### src/rtl/aes_key_expansion_seq_if.sv
// Handshake and schedule bus between a key-expansion block and its consumer.
// The consumer (master) requests an expansion with start/key.
// The expander (slave) reports busy/done and presents the full schedule on w.
interface aes_key_expansion_seq_if #(
   parameter int Nk = 4,
   parameter int Nr = 10
);
   logic                    start;
   logic [32*Nk-1:0]        key;
   logic                    busy;
   logic                    done;
   logic [128*(Nr+1)-1:0]   w;

   modport master (
      output start,
      output key,
      input  busy,
      input  done,
      input  w
   );

   modport slave (
      input  start,
      input  key,
      output busy,
      output done,
      output w
   );
endinterface

### src/rtl/aes_key_expansion_seq.sv
// Iterative AES key schedule generator, one 32-bit word per clock.
// Captures the cipher key in LOAD, then derives words Nk .. 4(Nr+1)-1 in EXPAND.
// The schedule on w is stable and valid whenever done is high.
module aes_key_expansion_seq #(
   parameter int Nk = 4,
   parameter int Nr = 10
) (
   input logic clk,
   input logic rst_n,
   aes_key_expansion_seq_if.slave bus
);

   localparam int NW = 4 * (Nr + 1);
   localparam int IW = $clog2(NW);
   localparam int KW = $clog2(Nk);

   // Forward AES S-box, row 0 in the most-significant 128 bits.
   localparam logic [2047:0] SBOX = {
      128'h637c777bf26b6fc53001672bfed7ab76,
      128'hca82c97dfa5947f0add4a2af9ca472c0,
      128'hb7fd9326363ff7cc34a5e5f171d83115,
      128'h04c723c31896059a071280e2eb27b275,
      128'h09832c1a1b6e5aa0523bd6b329e32f84,
      128'h53d100ed20fcb15b6acbbe394a4c58cf,
      128'hd0efaafb434d338545f9027f503c9fa8,
      128'h51a3408f929d38f5bcb6da2110fff3d2,
      128'hcd0c13ec5f974417c4a77e3d645d1973,
      128'h60814fdc222a908846eeb814de5e0bdb,
      128'he0323a0a4906245cc2d3ac629195e479,
      128'he7c8376d8dd54ea96c56f4ea657aae08,
      128'hba78252e1ca6b4c6e8dd741f4bbd8b8a,
      128'h703eb5664803f60e613557b986c11d9e,
      128'he1f8981169d98e949b1e87e9ce5528df,
      128'h8ca1890dbfe6426841992d0fb054bb16
   };

   typedef enum logic [1:0] {
      IDLE,
      LOAD,
      EXPAND
   } state_t;

   state_t        state;
   logic [31:0]   words [NW];
   logic [IW-1:0] index;
   logic [KW-1:0] k;
   logic [7:0]    rcon;
   logic          busy_q;
   logic          done_q;

   logic [IW-1:0] idx_prev;
   logic [IW-1:0] idx_back;
   logic [31:0]   temp;
   logic [31:0]   new_word;

   function automatic logic [7:0] sbox_byte(input logic [7:0] b);
      return SBOX[2047 - 8*int'(b) -: 8];
   endfunction

   function automatic logic [31:0] sub_word(input logic [31:0] x);
      return {sbox_byte(x[31:24]), sbox_byte(x[23:16]),
              sbox_byte(x[15:8]),  sbox_byte(x[7:0])};
   endfunction

   function automatic logic [31:0] rot_word(input logic [31:0] x);
      return {x[23:0], x[31:24]};
   endfunction

   function automatic logic [7:0] xtime(input logic [7:0] r);
      return {r[6:0], 1'b0} ^ (r[7] ? 8'h1b : 8'h00);
   endfunction

   // Next schedule word: the word Nk back XORed with a transformed copy of the previous word.
   always_comb begin
      idx_prev = index - IW'(1);
      idx_back = index - IW'(Nk);
      temp     = words[idx_prev];
      if (k == '0) begin
         temp = sub_word(rot_word(words[idx_prev])) ^ {rcon, 24'h0};
      end else if (Nk == 8 && k == KW'(4)) begin
         temp = sub_word(words[idx_prev]);
      end
      new_word = words[idx_back] ^ temp;
   end

   // Control FSM and word storage; busy/done are registered alongside the state.
   always_ff @(posedge clk or negedge rst_n) begin
      if (!rst_n) begin
         state  <= IDLE;
         index  <= '0;
         k      <= '0;
         rcon   <= 8'h01;
         busy_q <= 1'b0;
         done_q <= 1'b0;
         for (int i = 0; i < NW; i++) begin
            words[i] <= '0;
         end
      end else begin
         case (state)
            IDLE: begin
               if (bus.start) begin
                  state  <= LOAD;
                  busy_q <= 1'b1;
                  done_q <= 1'b0;
               end
            end
            LOAD: begin
               for (int i = 0; i < Nk; i++) begin
                  words[i] <= bus.key[32*Nk-1-32*i -: 32];
               end
               index  <= IW'(Nk);
               k      <= '0;
               rcon   <= 8'h01;
               busy_q <= 1'b1;
               done_q <= 1'b0;
               state  <= EXPAND;
            end
            EXPAND: begin
               words[index] <= new_word;
               if (k == '0) begin
                  rcon <= xtime(rcon);
               end
               if (k == KW'(Nk - 1)) begin
                  k <= '0;
               end else begin
                  k <= k + KW'(1);
               end
               if (index == IW'(NW - 1)) begin
                  index  <= '0;
                  busy_q <= 1'b0;
                  done_q <= 1'b1;
                  state  <= IDLE;
               end else begin
                  index <= index + IW'(1);
               end
            end
            default: begin
               state  <= IDLE;
               busy_q <= 1'b0;
               done_q <= 1'b0;
            end
         endcase
      end
   end

   assign bus.busy = busy_q;
   assign bus.done = done_q;

   // Word i lands in round key i/4, column i%4, with column 0 most significant.
   for (genvar gi = 0; gi < NW; gi++) begin : g_wmap
      assign bus.w[(gi/4)*128 + (3-(gi%4))*32 +: 32] = words[gi];
   end

endmodule

### src/flat_wrapper.sv
// flat-port wrapper written by rule: the top's interface ports become plain ports
module aes_key_expansion_seq_flat 
#(
   parameter int Nk = 4,
   parameter int Nr = 10
)
  (clk, rst_n, bus_start, bus_key, bus_busy, bus_done, bus_w);
  aes_key_expansion_seq_if #(.Nk(Nk), .Nr(Nr)) bus_i ();
  input logic clk;
  input logic rst_n;
  input wire logic [$bits(bus_i.start)-1:0] bus_start;
  input wire logic [$bits(bus_i.key)-1:0] bus_key;
  output wire logic [$bits(bus_i.busy)-1:0] bus_busy;
  output wire logic [$bits(bus_i.done)-1:0] bus_done;
  output wire logic [$bits(bus_i.w)-1:0] bus_w;
  assign bus_i.start = bus_start;
  assign bus_i.key = bus_key;
  assign bus_busy = bus_i.busy;
  assign bus_done = bus_i.done;
  assign bus_w = bus_i.w;
  aes_key_expansion_seq #(.Nk(Nk), .Nr(Nr)) u_core (.clk(clk), .rst_n(rst_n), .bus(bus_i));
endmodule
### config.mk
export PLATFORM = sky130hd
export DESIGN_NAME = aes_key_expansion_seq_flat
export DESIGN_NICKNAME = d
export VERILOG_FILES = /design/src/rtl/aes_key_expansion_seq_if.sv /design/src/rtl/aes_key_expansion_seq.sv /design/src/flat_wrapper.sv
export SDC_FILE = /design/constraint.sdc
export NUM_CORES = 2
export LEC_CHECK = 0
export CELL_PAD_IN_SITES_DETAIL_PLACEMENT = 1
export CELL_PAD_IN_SITES_GLOBAL_PLACEMENT = 1
export CORE_AREA = 5 5 602 604
export CTS_BUF_LIST = sky130_fd_sc_hd__clkbuf_4 sky130_fd_sc_hd__clkbuf_8
export DETAILED_ROUTE_END_ITERATION = 8
export DIE_AREA = 0 0 607 609
export PLACE_DENSITY_LB_ADDON = 0.1
export SYNTH_ARGS = -nofsm -noshare
export SYNTH_HDL_FRONTEND = slang
export SYNTH_SLANG_ARGS = --single-unit
### constraint.sdc
create_clock -name clk -period 12.1 [get_ports clk]
set_input_delay 2.42 -clock clk [delete_from_list [all_inputs] [get_ports clk]]
set_output_delay 2.42 -clock clk [all_outputs]
set_load 0.03 [all_outputs]
# Yosys cells after proc, flatten, opt, wreduce, memory -nomap -nowiden
# Cells that the tools add are included.
[word_totals]
ff_bits = 1428
input_bits = 131
out_inout_bits = 1410
[op_classes]
addsub = 8
magnitude_cmp = 4
eq_ne = 7
shifts = 4
n_mux = 27
bitwise = 6
reduce_logical = 6
[op_table]
columns = ["operator", "n"]
rows = [
  ["2055-bit by 32-bit indexed part select with 8-bit output (first input constant)", 4],
  ["1408-bit bitwise mux", 1],
  ["32-bit binary-select mux with 6-bit select", 2],
  ["128-bit case mux with 2 select lines", 1],
  ["32-bit demux with 6-bit select", 1],
  ["32-bit 2-to-1 mux", 6],
  ["32-bit bitwise XOR", 2],
  ["11-bit by 11-bit subtractor with 12-bit output (first input constant)", 4],
  ["7-bit >= comparator (second input constant)", 3],
  ["6-bit inverter with 7-bit output", 3],
  ["8-bit case mux with 2 select lines", 1],
  ["6-bit case mux with 2 select lines", 1],
  ["8-bit 2-to-1 mux", 1],
  ["8-bit bitwise XOR", 1],
  ["7-bit by 1-bit less-than comparator with 1-bit output (second input constant)", 1],
  ["6-bit by 1-bit adder with 6-bit output (second input constant)", 1],
  ["6-bit equality test (second input constant)", 1],
  ["2-bit 2-to-1 mux", 3],
  ["6-bit 2-to-1 mux", 1],
  ["2-bit case mux with 3 select lines", 1],
  ["6-bit by 1-bit subtractor with 6-bit output (second input constant)", 1],
  ["6-bit by 3-bit subtractor with 6-bit output (second input constant)", 1],
  ["5-bit 2-to-1 mux", 1],
  ["2-bit equality test (second input constant)", 2],
  ["12 further kinds", 18],
]

# Longest topological paths before layout
[depth]
ltp_word = 12
ltp_mapped = 35
depth_no_buf = 19

# Worst setup path before layout
# OpenSTA, ideal clock, no wires.
[synth_timing]
path_kind = "flip-flop to flip-flop"
start = "register u_core.index[0]"
end = "register u_core.words (netlist bit u_core.bus.w[1037])"
setup_time_ps = 125
arrival_time_ps = 6919
required_ps = 11975
slack_ps = 5057
stages_incl_launch_ff = 33
path_buffers = 14
period_less_slack_ps = 7043
path_cell_list = "dfrtp_1 -> buf_6 -> buf_12 -> buf_8 -> buf_8 -> buf_8 -> inv_2 -> buf_2 -> buf_1 -> ha_1 -> buf_2 -> buf_4 -> buf_2 -> clkbuf_1 -> clkbuf_1 -> mux4_2 -> and3_1 -> a211o_1 -> nand4_1 -> nand2_1 -> buf_2 -> ha_1 -> inv_1 -> nor3_2 -> a21oi_1 -> nor2_1 -> nor3_1 -> o311a_1 -> or4_1 -> a22oi_2 -> xnor2_2 -> buf_6 -> mux2_2"
[synth_via]
elab_chain_len = 11
[synth_rtl]
columns = ["element", "line_no", "text"]
rows = [
  ["from (decl)", "aes_key_expansion_seq.sv:45", "logic [IW-1:0] index;"],
  ["from (signal assigned)", "aes_key_expansion_seq.sv:111", "index <= IW'(Nk);"],
  ["from (signal assigned)", "aes_key_expansion_seq.sv:134", "index <= index + IW'(1);"],
  ["6-bit by 1-bit subtractor with 6-bit output", "aes_key_expansion_seq.sv:75", "idx_prev = index - IW'(1);"],
  ["6-bit inverter with 7-bit output (implied by the code)", "aes_key_expansion_seq.sv:77, aes_key_expansion_seq.sv:79", ""],
  ["32-bit binary-select mux with 6-bit select", "aes_key_expansion_seq.sv:77, aes_key_expansion_seq.sv:79", ""],
  ["32-bit 2-to-1 mux (implied by the code) (2 in a row)", "aes_key_expansion_seq.sv:77, aes_key_expansion_seq.sv:79", ""],
  ["11-bit by 11-bit subtractor with 12-bit output", "aes_key_expansion_seq.sv:57", "return SBOX[2047 - 8*int'(b) -: 8];"],
  ["2055-bit by 32-bit indexed part select with 8-bit output", "aes_key_expansion_seq.sv:57", ""],
  ["32-bit bitwise XOR", "aes_key_expansion_seq.sv:79", "temp = sub_word(rot_word(words[idx_prev])) ^ {rcon, 24'h0};"],
  ["32-bit 2-to-1 mux", "aes_key_expansion_seq.sv:78", "if (k == '0) begin"],
  ["32-bit bitwise XOR", "aes_key_expansion_seq.sv:83", "new_word = words[idx_back] ^ temp;"],
  ["1408-bit bitwise mux *", "aes_key_expansion_seq.sv:119", "words[index] <= new_word;"],
  ["to (signal, indexed assignment)", "aes_key_expansion_seq.sv:109", "words[i] <= bus.key[32*Nk-1-32*i -: 32];"],
  ["to (signal, indexed assignment)", "aes_key_expansion_seq.sv:119", ""],
  ["to (decl)", "aes_key_expansion_seq.sv:44", "logic [31:0] words [NW];"],
]
# Mark *: on every way between the ends. The rest lies on a longest branch, timed or not. The select of a mux whose other input is x is not followed.
# A chain may end at the register's enable or synchronous reset.

# Final worst setup path
[layout_timing]
start = "register u_core.index[0]"
end = "register u_core.words (netlist bit u_core.bus.w[845])"
# Same word-level chain as after synthesis.

==> flow_summary.yaml <==
outcome:
  violations_in_the_final_reports: "max-capacitance violations, max-slew violations"
  status: "finished with violations"
final_layout:
  drive_gt1_share_pct: 14.3
  fillers: 40400
  most_common_cell_after_layout_fill_and_taps_aside: "nand2_1"
  area.growth.synth_to_final_pct: 31.1
  nets: 11100
  multi_input_comb_area_sq_um: 49300
  sequential_cell_area_sq_um: 35700
  most-common-layout-cells: "1,692 x nand2_1, 1,539 x clkdlybuf4s50_1, 1,501 x o21ai_0"
critical_path:
  worst-r2r-setup-slack_ps: 1770
  r2r_cells: 22
  data_arrival_time_of_the_critical_path_ps: 11350
  startpoint_types: "register"
  timing.critical_path.required_ps: 13120
  critical_path_fanouts_max: 53
  r2r_start: "u_core.index[0]"
  critical_path.endpoint_type: "register"
  setup.worst_path.class: "register to register"
  reg2reg_to: "u_core.bus.w[845]"
floorplan:
  core_region_area_sq_um: 357000
  placement_rows: 220
  die_h_um: 609
  io_pins: 1541
  initial_utilization_pct: 24.8
  die_extent_in_x_um: 607
  design.die.area_sq_um: 370000
sta:
  period_needed_ps: 10330
  count_of_final_setup_violators: 0
  finalSetupTns_ps: 0
  worst-slew-pin-transition_ps: 1550
  timing.clock.skew_ps: 148
  timing.max_slew.rel_slack_pct: -3.84
  timing.final.crit_share_pct: 85.4
  hold_viol_final: 0
  finalMaxSlewViolations: 10
  timing.fmax_mhz: 96.8
  grt_setup_unrepaired: "false"
synthesis:
  netlist.top_cell.by_area: "dfrtp_1"
  post-synth-top-area-fraction_pct: 40.4
  synth_top_cells_by_area: "dfrtp_1 40%, mux4_2 9.1%, o21ai_0 8.5%"
  postSynthRegisterBits: 1428
  per_instance_average_area_after_synthesis_sq_um: 9.06
  netlist-cell-type-count: 109
  synth_async_sr_flop_share_pct: 100
  synth_top_flop_cell: "dfrtp_1"
  postSynthNetCount: 9960
  mappedNetlistArea_sq_um: 88500
  yosys_warnings: 0
  netlist_instances: 9763
  yosysSeqAreaShare_pct: 40.4
  synth_enable_flop_cells: 0
clock_tree:
  cts.path.max_buffers: 4
  cts_inserted_buffers: 290
  root_buffer: "clkbuf_8"
  cts.hold.buffers_added: 0
  cts.repair.resized: 0
  postCtsSetupRepairBufs: 0
  h_tree_level_count: 5
  worst_setup_hold_path_clk_slew_ps: 60
  cts_num_sinks: 1428
  worstSkewPairLatency_ps: 1170
  tritoncts_clock_tree: "built"
placement:
  gp_congestion: 0.989
  place.port_buffers: 1540
  dpl.hpwl_um: 575000
route:
  vias_per_instance: 6.30
  detail_route.wirelength_um: 790000
  detail_route.first_pass.iterations: 6
  drt-initial-drc-count: 13200
  route.antenna.remaining_nets: 0
  avgRoutedWirePerCell_um: 49.5
  remaining_drcs: 0
  via_count: 100000
job:
  drv.max_cap_violation_count: 6
grt:
  grt_pass1_wl_um: 1030000
  grt_start_max_net_pins: 162
  grt_antenna_before_repair: 77
  global_route.overflow_total: 0
  grt_use_total_pct: 41.1
  grt_pass1_vias: 97700
hold_path:
  min-delay-start: "u_core.bus.busy"
  timing.hold.worst_endpoint: "u_core.bus.busy"
  worst_hold_path_type: "register to register"
  worstHoldPathCells: 1
[Yosys cell counts, types with 17 or more instances]
master	number
nand2_1	1727
o21ai_0	1507
dfrtp_1	1427
clkbuf_1	649
nor2_1	543
a21oi_1	451
o22ai_1	406
mux4_2	357
buf_2	211
mux2i_1	194
nand3_1	178
nor3_1	164
mux2_2	123
a22oi_1	104
a221oi_1	101
a31oi_1	98
o211ai_1	97
o21ai_1	97
a211oi_1	90
o221ai_1	87
and3_1	67
ha_1	66
buf_4	60
o311ai_0	50
buf_1	49
a311oi_1	48
inv_1	47
mux4_1	45
nor4_1	43
a211o_1	42
nand4_1	39
a2111oi_0	37
buf_6	33
xnor2_1	33
o31ai_1	30
and2_1	28
o32ai_1	25
o2111ai_1	22
o21a_1	22
xor2_1	21
a32oi_1	17
or3_1	17
[cells by family (layout without fill, tap and decap cells)]
logic type / after synthesis / after routing / synth area share, %
mux: 728 / 728 / 14.4
other cells: 0 / 34 / 0
simple gates: 2871 / 2871 / 13.5
fa+ha+maj: 66 / 66 / 0.934
compound gates: 3524 / 3524 / 24.5
buf+inv: 1089 / 2467 / 5.71
xor+xnor: 57 / 57 / 0.590
flops: 1428 / 1428 / 40.4
[state kept, by name, summed over array words and instances (netlist names)]
register / count
u_core.bus.w: 1408
u_core.index: 6
u_core.state: 2
u_core.k: 2
u_core.bus.busy: 1
u_core.rcon: 8
u_core.bus.done: 1
[metal layers]
metal,up-vias,share of wire [%],global-route usage [%]
met5,-,0.031,0
met4,36,8.3,27.0
met3,1720,9.6,11.4
met2,6514,44,62.5
met1,53300,38,50.8
li1,38800,-,-
[worst max-delay path, cell delays in order (launching register included)]
cell	delay [ps]
dfrtp_4	990
inv_4	440
ha_4	770
buf_12	330
buf_12	380
mux4_2	380
nand3_1	110
a311oi_1	310
nand4_1	540
nand2_1	340
buf_4	400
ha_1	660
inv_1	450
nor3_2	1090
a21oi_1	330
nor2_1	180
nor3_1	80
o311a_1	350
or4_1	410
a22oi_2	530
xnor2_4	170
buf_4	480
mux2_2	260
[cell type report]
| cell class | count | share of cell area [%] |
|---|---|---|
| multi-input cells | 7246 | 42.5 |
| flip-flops and latches | 1428 | 30.8 |
| repair buffers | 1907 | 16.0 |
| well taps | 4773 | 5.15 |
| clock buffers | 463 | 4.90 |
| clock inverters | 37 | 0.385 |
| inverters | 60 | 0.210 |
| diodes | 34 | 0.0734 |
[through the flow]
step / utilization [%] / hold slack [ps] / instance area (sq um) / worst slack (ps) / std cells
after floorplan: - / 485 / 88500 / 5060 / 9763
after CTS: 32.5 / 510 / 116000 / 2130 / 15900
final: 32.5 / 509 / 116000 / 1770 / 15900
after detailed placement: 30.7 / 494 / 110000 / 2150 / 15400
after global placement: 30.7 / 485 / 110000 / 1100 / 15400
after global routing: 32.5 / 520 / 116000 / 1790 / 15900
[how the worst max path moves through the flow]
stage	startpoint	end	slack, ps	depth (start not counted)
after floorplan	u_core.index[0]	u_core.bus.w[1037]	5060	32
after global placement	u_core.index[0]	u_core.bus.w[1165]	1100	22
after CTS	u_core.index[0]	u_core.bus.w[337]	2130	20
after global routing	u_core.index[0]	u_core.bus.w[497]	1790	20
after detailed placement	u_core.index[0]	u_core.bus.w[497]	2150	20
final	u_core.index[0]	u_core.bus.w[845]	1770	22
Power is not shown: default switching activity piles up to over one toggle a cycle in this logic, so the estimate is an artifact.
